## src/rtl/rot_job_sched.sv

```systemverilog
// rot_job_sched: round-robin job scheduler in front of a shared 4-bit
// load/rotate datapath.
//
// One job is in flight at a time. The winning requester's operand and mode
// are latched, the mode is translated into the datapath {a,b} controls and
// start is pulsed. The result comes back on rsp_*. A watchdog resets the
// datapath and reports an error if ready never arrives.
//
// Handshakes:
//   req/gnt  : a requester holds req[i] (with its req_x/req_mode fields
//              stable) until it sees gnt[i]. gnt is a one-cycle, one-hot
//              accept pulse. A req still high in a later IDLE cycle is a new
//              job. req changes while busy are ignored.
//   rsp      : rsp_valid is a one-cycle pulse with no back-pressure. rsp_id,
//              rsp_data and rsp_err are meaningful only while rsp_valid=1.
//   datapath : dp_start is a one-cycle pulse. dp_z is sampled only while
//              dp_ready=1 in WAIT.
//
// Ports:
//   clk, rst             clock (rising edge), synchronous active-low reset
//   req, req_x, req_mode per-requester request, 4-bit operand, 2-bit mode
//   gnt                  one-hot accept pulse
//   busy                 high in every state except IDLE
//   rsp_valid/id/data/err  result pulse, one-hot owner, value, error flag
//   dp_rst               active-high datapath reset (combinational)
//   dp_start, dp_a, dp_b, dp_x   datapath controls and operand
//   dp_ready, dp_z       datapath done flag and result
//   dbg_state            current FSM state (IDLE=0 LAUNCH=1 WAIT=2 FLUSH=3 RESP=4)

module rot_job_sched #(
    parameter int NREQ    = 4,
    parameter int TIMEOUT = 15
) (
    input  logic              clk,
    input  logic              rst,
    input  logic [NREQ-1:0]   req,
    input  logic [4*NREQ-1:0] req_x,
    input  logic [2*NREQ-1:0] req_mode,
    output logic [NREQ-1:0]   gnt,
    output logic              busy,
    output logic              rsp_valid,
    output logic [NREQ-1:0]   rsp_id,
    output logic [3:0]        rsp_data,
    output logic              rsp_err,
    output logic              dp_rst,
    output logic              dp_start,
    output logic              dp_a,
    output logic              dp_b,
    output logic [3:0]        dp_x,
    input  logic              dp_ready,
    input  logic [3:0]        dp_z,
    output logic [2:0]        dbg_state
);

    localparam int IW = (NREQ > 1) ? $clog2(NREQ) : 1;

    typedef enum logic [2:0] {
        IDLE   = 3'd0,
        LAUNCH = 3'd1,
        WAIT   = 3'd2,
        FLUSH  = 3'd3,
        RESP   = 3'd4
    } state_t;

    state_t          state_q, state_d;
    logic [IW-1:0]   ptr_q, ptr_d;
    logic [NREQ-1:0] id_q, id_d;
    logic [3:0]      x_q, x_d;
    logic [1:0]      ab_q, ab_d;
    logic [7:0]      cnt_q, cnt_d;
    logic [3:0]      res_q, res_d;
    logic            err_q, err_d;

    logic [NREQ-1:0] gnt_d;
    logic            busy_d;
    logic            rsp_valid_d;
    logic [NREQ-1:0] rsp_id_d;
    logic [3:0]      rsp_data_d;
    logic            rsp_err_d;
    logic            dp_start_d;
    logic            dp_a_d;
    logic            dp_b_d;
    logic [3:0]      dp_x_d;
    logic            dp_on;

    // Arbitration: "hi" is the first request strictly above the pointer,
    // "lo" the first request overall. If nothing sits above the pointer the
    // search wraps, and the first overall request is then the right winner.
    logic            hi_found, lo_found, arb_found;
    logic [IW-1:0]   hi_id, lo_id, arb_id;
    logic [3:0]      hi_x, lo_x, arb_x;
    logic [1:0]      hi_mode, lo_mode, arb_mode;
    logic [NREQ-1:0] arb_oh;
    logic [1:0]      arb_ab;

    always_comb begin
        hi_found = 1'b0;
        lo_found = 1'b0;
        hi_id    = '0;
        lo_id    = '0;
        hi_x     = '0;
        lo_x     = '0;
        hi_mode  = '0;
        lo_mode  = '0;
        for (int i = 0; i < NREQ; i++) begin
            if (req[i] && (IW'(i) > ptr_q) && !hi_found) begin
                hi_found = 1'b1;
                hi_id    = IW'(i);
                hi_x     = req_x[4*i +: 4];
                hi_mode  = req_mode[2*i +: 2];
            end
            if (req[i] && !lo_found) begin
                lo_found = 1'b1;
                lo_id    = IW'(i);
                lo_x     = req_x[4*i +: 4];
                lo_mode  = req_mode[2*i +: 2];
            end
        end
        arb_found = hi_found | lo_found;
        arb_id    = hi_found ? hi_id   : lo_id;
        arb_x     = hi_found ? hi_x    : lo_x;
        arb_mode  = hi_found ? hi_mode : lo_mode;
        arb_oh         = '0;
        arb_oh[arb_id] = 1'b1;
        // {a,b}=00 would park the datapath in its load state, so the three
        // legal modes map onto the three non-zero control codes.
        unique case (arb_mode)
            2'b00:   arb_ab = 2'b01;
            2'b01:   arb_ab = 2'b10;
            2'b10:   arb_ab = 2'b11;
            default: arb_ab = 2'b00;
        endcase
    end

    // Next-state and next-output logic. Every output except dp_rst is a
    // register loaded from the *_d value on the edge that enters the state.
    // rsp_* are loaded on the edge leaving RESP, so the result pulse sits in
    // the following IDLE cycle; that keeps it clear of the gnt pulse of a
    // mode-11 job, which goes straight from IDLE to RESP.
    always_comb begin
        state_d     = state_q;
        ptr_d       = ptr_q;
        id_d        = id_q;
        x_d         = x_q;
        ab_d        = ab_q;
        cnt_d       = cnt_q;
        res_d       = res_q;
        err_d       = err_q;
        gnt_d       = '0;
        rsp_valid_d = 1'b0;
        rsp_id_d    = '0;
        rsp_data_d  = '0;
        rsp_err_d   = 1'b0;

        unique case (state_q)
            IDLE: begin
                if (arb_found) begin
                    ptr_d = arb_id;
                    id_d  = arb_oh;
                    gnt_d = arb_oh;
                    x_d   = arb_x;
                    ab_d  = arb_ab;
                    if (arb_mode == 2'b11) begin
                        res_d   = '0;
                        err_d   = 1'b1;
                        state_d = RESP;
                    end else begin
                        state_d = LAUNCH;
                    end
                end
            end
            LAUNCH: begin
                cnt_d   = '0;
                state_d = WAIT;
            end
            WAIT: begin
                // Ready wins over the watchdog, so ready on the last allowed
                // cycle still completes the job.
                if (dp_ready) begin
                    res_d   = dp_z;
                    err_d   = 1'b0;
                    state_d = RESP;
                end else if (cnt_q == 8'(TIMEOUT - 1)) begin
                    state_d = FLUSH;
                end else begin
                    cnt_d = cnt_q + 8'd1;
                end
            end
            FLUSH: begin
                res_d   = '0;
                err_d   = 1'b1;
                state_d = RESP;
            end
            RESP: begin
                rsp_valid_d = 1'b1;
                rsp_id_d    = id_q;
                rsp_data_d  = res_q;
                rsp_err_d   = err_q;
                state_d     = IDLE;
            end
            default: state_d = IDLE;
        endcase

        busy_d     = (state_d != IDLE);
        dp_start_d = (state_d == LAUNCH);
        dp_on      = (state_d == LAUNCH) || (state_d == WAIT);
        dp_x_d     = dp_on ? x_d : 4'h0;
        dp_a_d     = dp_on & ab_d[1];
        dp_b_d     = dp_on & ab_d[0];
    end

    always_ff @(posedge clk) begin
        if (!rst) begin
            state_q   <= IDLE;
            ptr_q     <= IW'(NREQ - 1);
            id_q      <= '0;
            x_q       <= '0;
            ab_q      <= '0;
            cnt_q     <= '0;
            res_q     <= '0;
            err_q     <= 1'b0;
            gnt       <= '0;
            busy      <= 1'b0;
            rsp_valid <= 1'b0;
            rsp_id    <= '0;
            rsp_data  <= '0;
            rsp_err   <= 1'b0;
            dp_start  <= 1'b0;
            dp_a      <= 1'b0;
            dp_b      <= 1'b0;
            dp_x      <= '0;
        end else begin
            state_q   <= state_d;
            ptr_q     <= ptr_d;
            id_q      <= id_d;
            x_q       <= x_d;
            ab_q      <= ab_d;
            cnt_q     <= cnt_d;
            res_q     <= res_d;
            err_q     <= err_d;
            gnt       <= gnt_d;
            busy      <= busy_d;
            rsp_valid <= rsp_valid_d;
            rsp_id    <= rsp_id_d;
            rsp_data  <= rsp_data_d;
            rsp_err   <= rsp_err_d;
            dp_start  <= dp_start_d;
            dp_a      <= dp_a_d;
            dp_b      <= dp_b_d;
            dp_x      <= dp_x_d;
        end
    end

    // The datapath is held in reset alongside the scheduler and for the
    // single FLUSH cycle after a watchdog expiry.
    assign dp_rst    = ~rst | (state_q == FLUSH);
    assign dbg_state = state_q;

endmodule

```

## config.mk

```make
export PLATFORM = sky130hd
export DESIGN_NAME = rot_job_sched
export DESIGN_NICKNAME = d
export VERILOG_FILES = /design/src/rtl/rot_job_sched.sv
export SDC_FILE = /design/constraint.sdc
export NUM_CORES = 1
export LEC_CHECK = 0
export ABC_AREA = 1
export CAP_MARGIN = 20
export CORE_AREA = 2 2 71 73
export CTS_CLUSTER_SIZE = 14
export DETAILED_ROUTE_END_ITERATION = 10
export DIE_AREA = 0 0 73 75
export PLACE_DENSITY_LB_ADDON = 0.08
export RECOVER_POWER = 50
export SLEW_MARGIN = 10
export SYNTH_ARGS = -nofsm -noshare
export SYNTH_HDL_FRONTEND = slang
export SYNTH_SLANG_ARGS = --single-unit
export TNS_END_PERCENT = 100
```

## constraint.sdc

```tcl
create_clock -name clk -period 3.7 [get_ports clk]
set_input_delay 0.37 -clock clk [delete_from_list [all_inputs] [get_ports clk]]
set_output_delay 0.37 -clock clk [all_outputs]
set_load 0.02 [all_outputs]
```

# --- Word-level counts from Yosys, hierarchy flattened ---
# Cells that the tools add are included.
op_classes:
  add_sub_neg: 1
  eq_ne: 15
  n_reduce_logical: 29
  shift: 0
  mul: 0
  div: 0
  muxes: 57
  bitwise_logic: 5
  n_lt_le_gt_ge: 6
op_table:
  columns: ["op", "n"]
  rows:
  - ["$mux W4", 14]
  - ["$mux W2", 16]
  - ["$mux W8", 2]
  - ["$pmux W8 S2", 1]
  - ["$mux W1", 15]
  - ["$mux W3", 4]
  - ["$pmux W3 S4", 1]
  - ["$pmux W4 S3", 1]
  - ["$logic_and A1 B1 Y1", 11]
  - ["$ne A2 B2 Y1 const B", 5]
  - ["$eq A3 B2 Y1 const B", 3]
  - ["$add A8 B1 Y8 const B", 1]
  - ["$eq A8 B4 Y1 const B", 1]
  - ["$eq A3 B1 Y1 const B", 2]
  - ["$logic_not A1 Y1", 6]
  - ["$pmux W2 S3", 1]
  - ["$reduce_and A2 Y1", 3]
  - ["$reduce_and A3 Y1", 2]
  - ["$reduce_bool A3 Y1", 2]
  - ["$eq A2 B2 Y1 const B", 2]
  - ["$gt A1 B2 Y1 const A", 2]
  - ["$gt A2 B2 Y1 const A", 2]
  - ["$reduce_and A4 Y1", 1]
  - ["$eq A3 B3 Y1 const B", 1]
  - ["12 further kinds", 14]
totals:
  wordCells: 131
  mem_bits_rw: 0
  mem_bits_ro: 0
  regBits: 50
  mem_count: 0
  inputBits: 35
  latchBits: 0

# --- Longest topological paths before layout ---
logic_depth:
  ltp_word: 20
  mapped_depth: 18

# --- Least setup slack after synthesis ---
# Ideal clock, no wire load.
synth_path:
  path_kind: "input-to-reg"
  startpoint: "input port req[1]"
  endpoint: "register res_q[3]"
  path_stages: 12
  required_ns: 3.568
  path_buffers: 1
  arrival_ns: 1.762
  setup_time_ns: 0.132
  slack_ns: 1.806
  path_cell_list: "buf_2 -> nor2_8 -> nand3_2 -> o21ai_0 -> nor2_1 -> nor2_1 -> ha_1 -> nand2_1 -> nand2_1 -> nand4_1 -> nand2_1 -> a21oi_1"
synth_via:
  elab_chain_len: 13
  word_cells_on_any_way: 29
  classes_between: "eq/ne: 3; mux: 13; bitwise: 1; reduce/logical: 12"
synth_rtl:
  columns: ["item", "line", "text"]
  rows:
  - ["start: declaration", "36", "input logic [NREQ-1:0] req,"]
  - ["$logic_and A1 B1 Y1 (2 in series)", "106", "if (req[i] && (IW'(i) > ptr_q) && !hi_found) begin"]
  - ["$mux W1", "106", null]
  - ["$logic_not A1 Y1", "106", null]
  - ["$logic_and A1 B1 Y1", "106", null]
  - ["$mux W1", "106", null]
  - ["$logic_not A1 Y1", "106", null]
  - ["$logic_and A1 B1 Y1", "106", null]
  - ["$mux W2 / $mux W1 (equally long branches)", "106", null]
  - ["$mux W2", "122", "arb_mode = hi_found ? hi_mode : lo_mode;"]
  - ["$eq A2 B2 Y1", "163", "if (arb_mode == 2'b11) begin"]
  - ["$ne A2 B2 Y1 (no source line)", null, null]
  - ["$reduce_and A4 Y1 (no source line) (*)", null, null]
  - ["end signal: assignment", "239", "res_q <= res_d;"]
  - ["end: declaration", "71", "logic [3:0] res_q, res_d;"]
# Mark *: on every way between the ends. The rest lies on a longest branch, timed or not.
# A chain may end at the register's enable or synchronous reset.

# --- Worst setup path after layout ---
layout_path:
  startpoint: "input port rst"
  endpoint: "output port dp_rst"
layout_via:
  elab_chain_len: 2
layout_rtl:
  columns: ["item", "line", "text"]
  rows:
  - ["start: declaration", "35", "input logic rst,"]
  - ["$not A1 Y1", "256", "assign dp_rst = ~rst | (state_q == FLUSH);"]
  - ["$or A1 B1 Y1", "256", null]
  - ["end: declaration", "45", "output logic dp_rst,"]
# Every way passes these cells.

==> out/results.tsv <==
metric	value	unit
outcome	finished clean	
average via count per standard cell	4.98	
cell family contributing the most delay on the critical path	buffers and inverters	
post-route core utilization	67.6	%
proportion of synthesized area in mux cells	0	%
cell-by-cell listing of the critical path	dlygate4sd3_1 -> inv_1 -> or2_2 -> clkdlybuf4s50_1	
Reg2Reg Depth	8	
area share of fa/ha/maj cells after synthesis	1.54	%
Port Buffers	60	
clock transition at the register clock pins on the worst setup and hold paths after CTS	0.09	ns
count of flip-flops with a built-in enable after synthesis	0	
number of search-and-repair iterations in the first detailed-routing pass	5	
post-route ant nets	0	
syn_nets	396	
fraction of layout cells with a size suffix above 1	7.80	%
CP Data Required Time	3.33	ns
footprint of the multi-input gates	1180	um2
number of buffers created by CTS	5	
final std cells w/o fill	477	
Slew Viols, Final	0	
Post-Synthesis Cell Area	2430	um2
number of synthesized register bits	50	
main flop type after synthesis	sky130_fd_sc_hd__dfxtp_1	
critical path depth in cells	4	
critical path launch point	rst	
number of maximum-capacitance violations	0	
area grow syn2layout	29.4	%
Synth area leader	sky130_fd_sc_hd__dfxtp_1	
die width	73	um
Final Setup Violations	0	
r2r setup slk	1.52	ns
worst-case clock buffer depth	2	
hold slack final	0.435	ns
number of antenna cells inserted	0	
depth of the CTS H-tree	2	
destination of the critical timing path	dp_rst	
library cell contributing the largest single delay on the critical path	sky130_fd_sc_hd__dlygate4sd3_1	
overall die area	5480	um2
asr flop ratio synth	0	%
Die Span Y	75	um
Max Fclk	373	MHz
cell area after placement	3090	um2
number of cells upsized or downsized after cts	0	
type of element launching the critical path	input pin	
routability congestion estimate from global placement	0.871	
critical setup path kind	input pin to output pin	
warning count from the yosys run	0	
number of global-route vias before repair	2112	
most common cell after layout, fill and taps aside	sky130_fd_sc_hd__nand2_1	
worst clock skew on the final layout	0.00526	ns
total area of sequential cells	1000	um2
share of the clock period used by the worst path after layout	72.4	%
number of instances in the synthesized netlist	358	
dominant combinational cell family by area after synthesis	simple AND/OR/NAND/NOR gates	
via count	2374	
buffering stage count on the worst path with inverters included	3	
biggest cell delay along the critical path	0.63	ns
cell leakage power	1.48	nW
post-CTS repair timing setup buffer count	0	
Sinks on Clock Net	50	
clock latency at the later pin of the worst-skew pair	0.30	ns
per-instance average area after synthesis	6.80	um2
Data arrival, critical path	2.31	ns
DRC violation count after routing	0	
top post-synthesis cells by area	sky130_fd_sc_hd__dfxtp_1, sky130_fd_sc_hd__nand2_1, sky130_fd_sc_hd__nor2_1, sky130_fd_sc_hd__inv_1, sky130_fd_sc_hd__nand3_1	
# IOs	61	
Max-slew headroom	60.1	%
commonest non-fill, non-tap cells in the layout	sky130_fd_sc_hd__nand2_1, sky130_fd_sc_hd__nor2_1, sky130_fd_sc_hd__dfxtp_1	
total of fill cells in the finished design	425	
compound-gate portion of the synthesized area	8.43	%
GRT Total Usage	22.1	%
pre-CTS setup slack	0.987	ns
Initial Utilization	52.2	%
Crit Reg-Reg Endpoint	dp_x[1]	
share of Yosys cell area claimed by the top area cell type	41.1	%
power density relative to cell area	590	nW/um2
Slew @ Worst Pin	0.597	ns
core region area	4660	um2
clock tree from TritonCTS	yes	
TNS Setup	0	ns
largest net degree at the start of global routing	19	
worst IR drop on VDD	0.372	mV
worst min-delay path category	flip-flop to flip-flop	
HPWL reported at the end of detailed placement	4.39	mm
capturing element type of the critical path	output pin	
Cell variety after synth	31	
PnR Total Power	1.86	mW
post-synthesis share of cell area spent on and, or, nand and nor gates	38.6	%
number of antenna violations at the first check in global routing	0	
count of routing violations after the opening detailed-route iteration	141	
cell area after layout	3150	um2
worst min-delay path startpoint	id_q[3]	
unrepaired setup endpoints after global routing	no	
final routed wire length divided by cell count	11.8	um
Nets	460	
proportion of synthesized chip area in sequential cells	41.1	%
Total Routed Length	5.64	mm
root buf cell	sky130_fd_sc_hd__clkbuf_8	
global-route wire length before repair	9.40	mm
number of placement rows	25	
placed cells	469	
hold violation count in the final report	0	
count of hold buffers inserted by post-cts repair	0	
post-layout minimum cycle time	2.68	ns
critical path fanouts, max	18	
Setup WS post-layout	1.02	ns
share of the synthesized netlist area taken by xor and xnor gates	1.08	%
Overflow after GRT	0	
reg-to-reg critical path startpoint	dbg_state[0]	
[synth_stat cells (all sizes together), types with 2 or more instances]
master,number
nand4,6
xor2,2
ha,3
a21oi,18
o21bai,2
nor3,3
nor2,59
inv,56
nand2,103
dfxtp,50
buf,2
o21ai,12
o22ai,4
nand3,31
[metal layers]
layer	share of wire, %	GRT usage, %	vias to the layer above
li1	-	-	1251
met1	46	28.6	1050
met2	48	37.8	67
met3	4.4	4.02	6
met4	1.2	6.17	0
met5	0	0	-
[registers in the layout (all words and copies together), names as in the netlist]
name / cells
err_q: 1
ptr_q: 2
dp_start: 1
rsp_err: 1
id_q: 4
dp_a: 1
dbg_state: 3
gnt: 4
res_q: 4
rsp_data: 4
dp_x: 4
cnt_q: 8
rsp_id: 4
busy: 1
ab_q: 2
rsp_valid: 1
x_q: 4
dp_b: 1
[tightest hold or removal path: cells and delay by family (launching register included)]
kind                   cells  cell delay (ns)
flip-flops                 1             0.30
buffers and inverters      1             0.06
AND/OR/NAND/NOR            1             0.04
[logic make-up after synthesis]
family	after synthesis
DFF	50
and+or+nand+nor	205
adders and majority gates	3
xor gates and xnor gates	3
AOI/OAI and AO/OA	38
buffers and inverters	59
[power by group]
group,internal (mW),switching (mW)
clock,0.135,0.187
sequential,0.663,0.0562
combinational,0.293,0.525
total,1.09,0.769
[how the worst min path moves through the flow]
| stage | endpoint | slack (ns) | depth (start not counted) |
|---|---|---|---|
| 6_report | rsp_id[3] | 0.43 | 2 |
| 5_1_grt | rsp_data[0] | 0.45 | 2 |
| 4_1_cts | rsp_id[3] | 0.43 | 2 |
| 3_5_place_dp | rsp_data[3] | 0.42 | 2 |
| 3_3_place_gp | rsp_data[0] | 0.42 | 2 |
| 2_1_floorplan | rsp_data[0] | 0.41 | 2 |
[layout make-up]
type / instances / share of cell area [%]
inverters: 56 / 6.67
repair buffers: 60 / 19.1
flip-flops and latches: 50 / 31.8
multi-input cells: 249 / 37.4
well taps: 54 / 2.14
clock inverters: 3 / 0.755
clock buffers: 5 / 2.18
(Power assumes the default switching activity.)
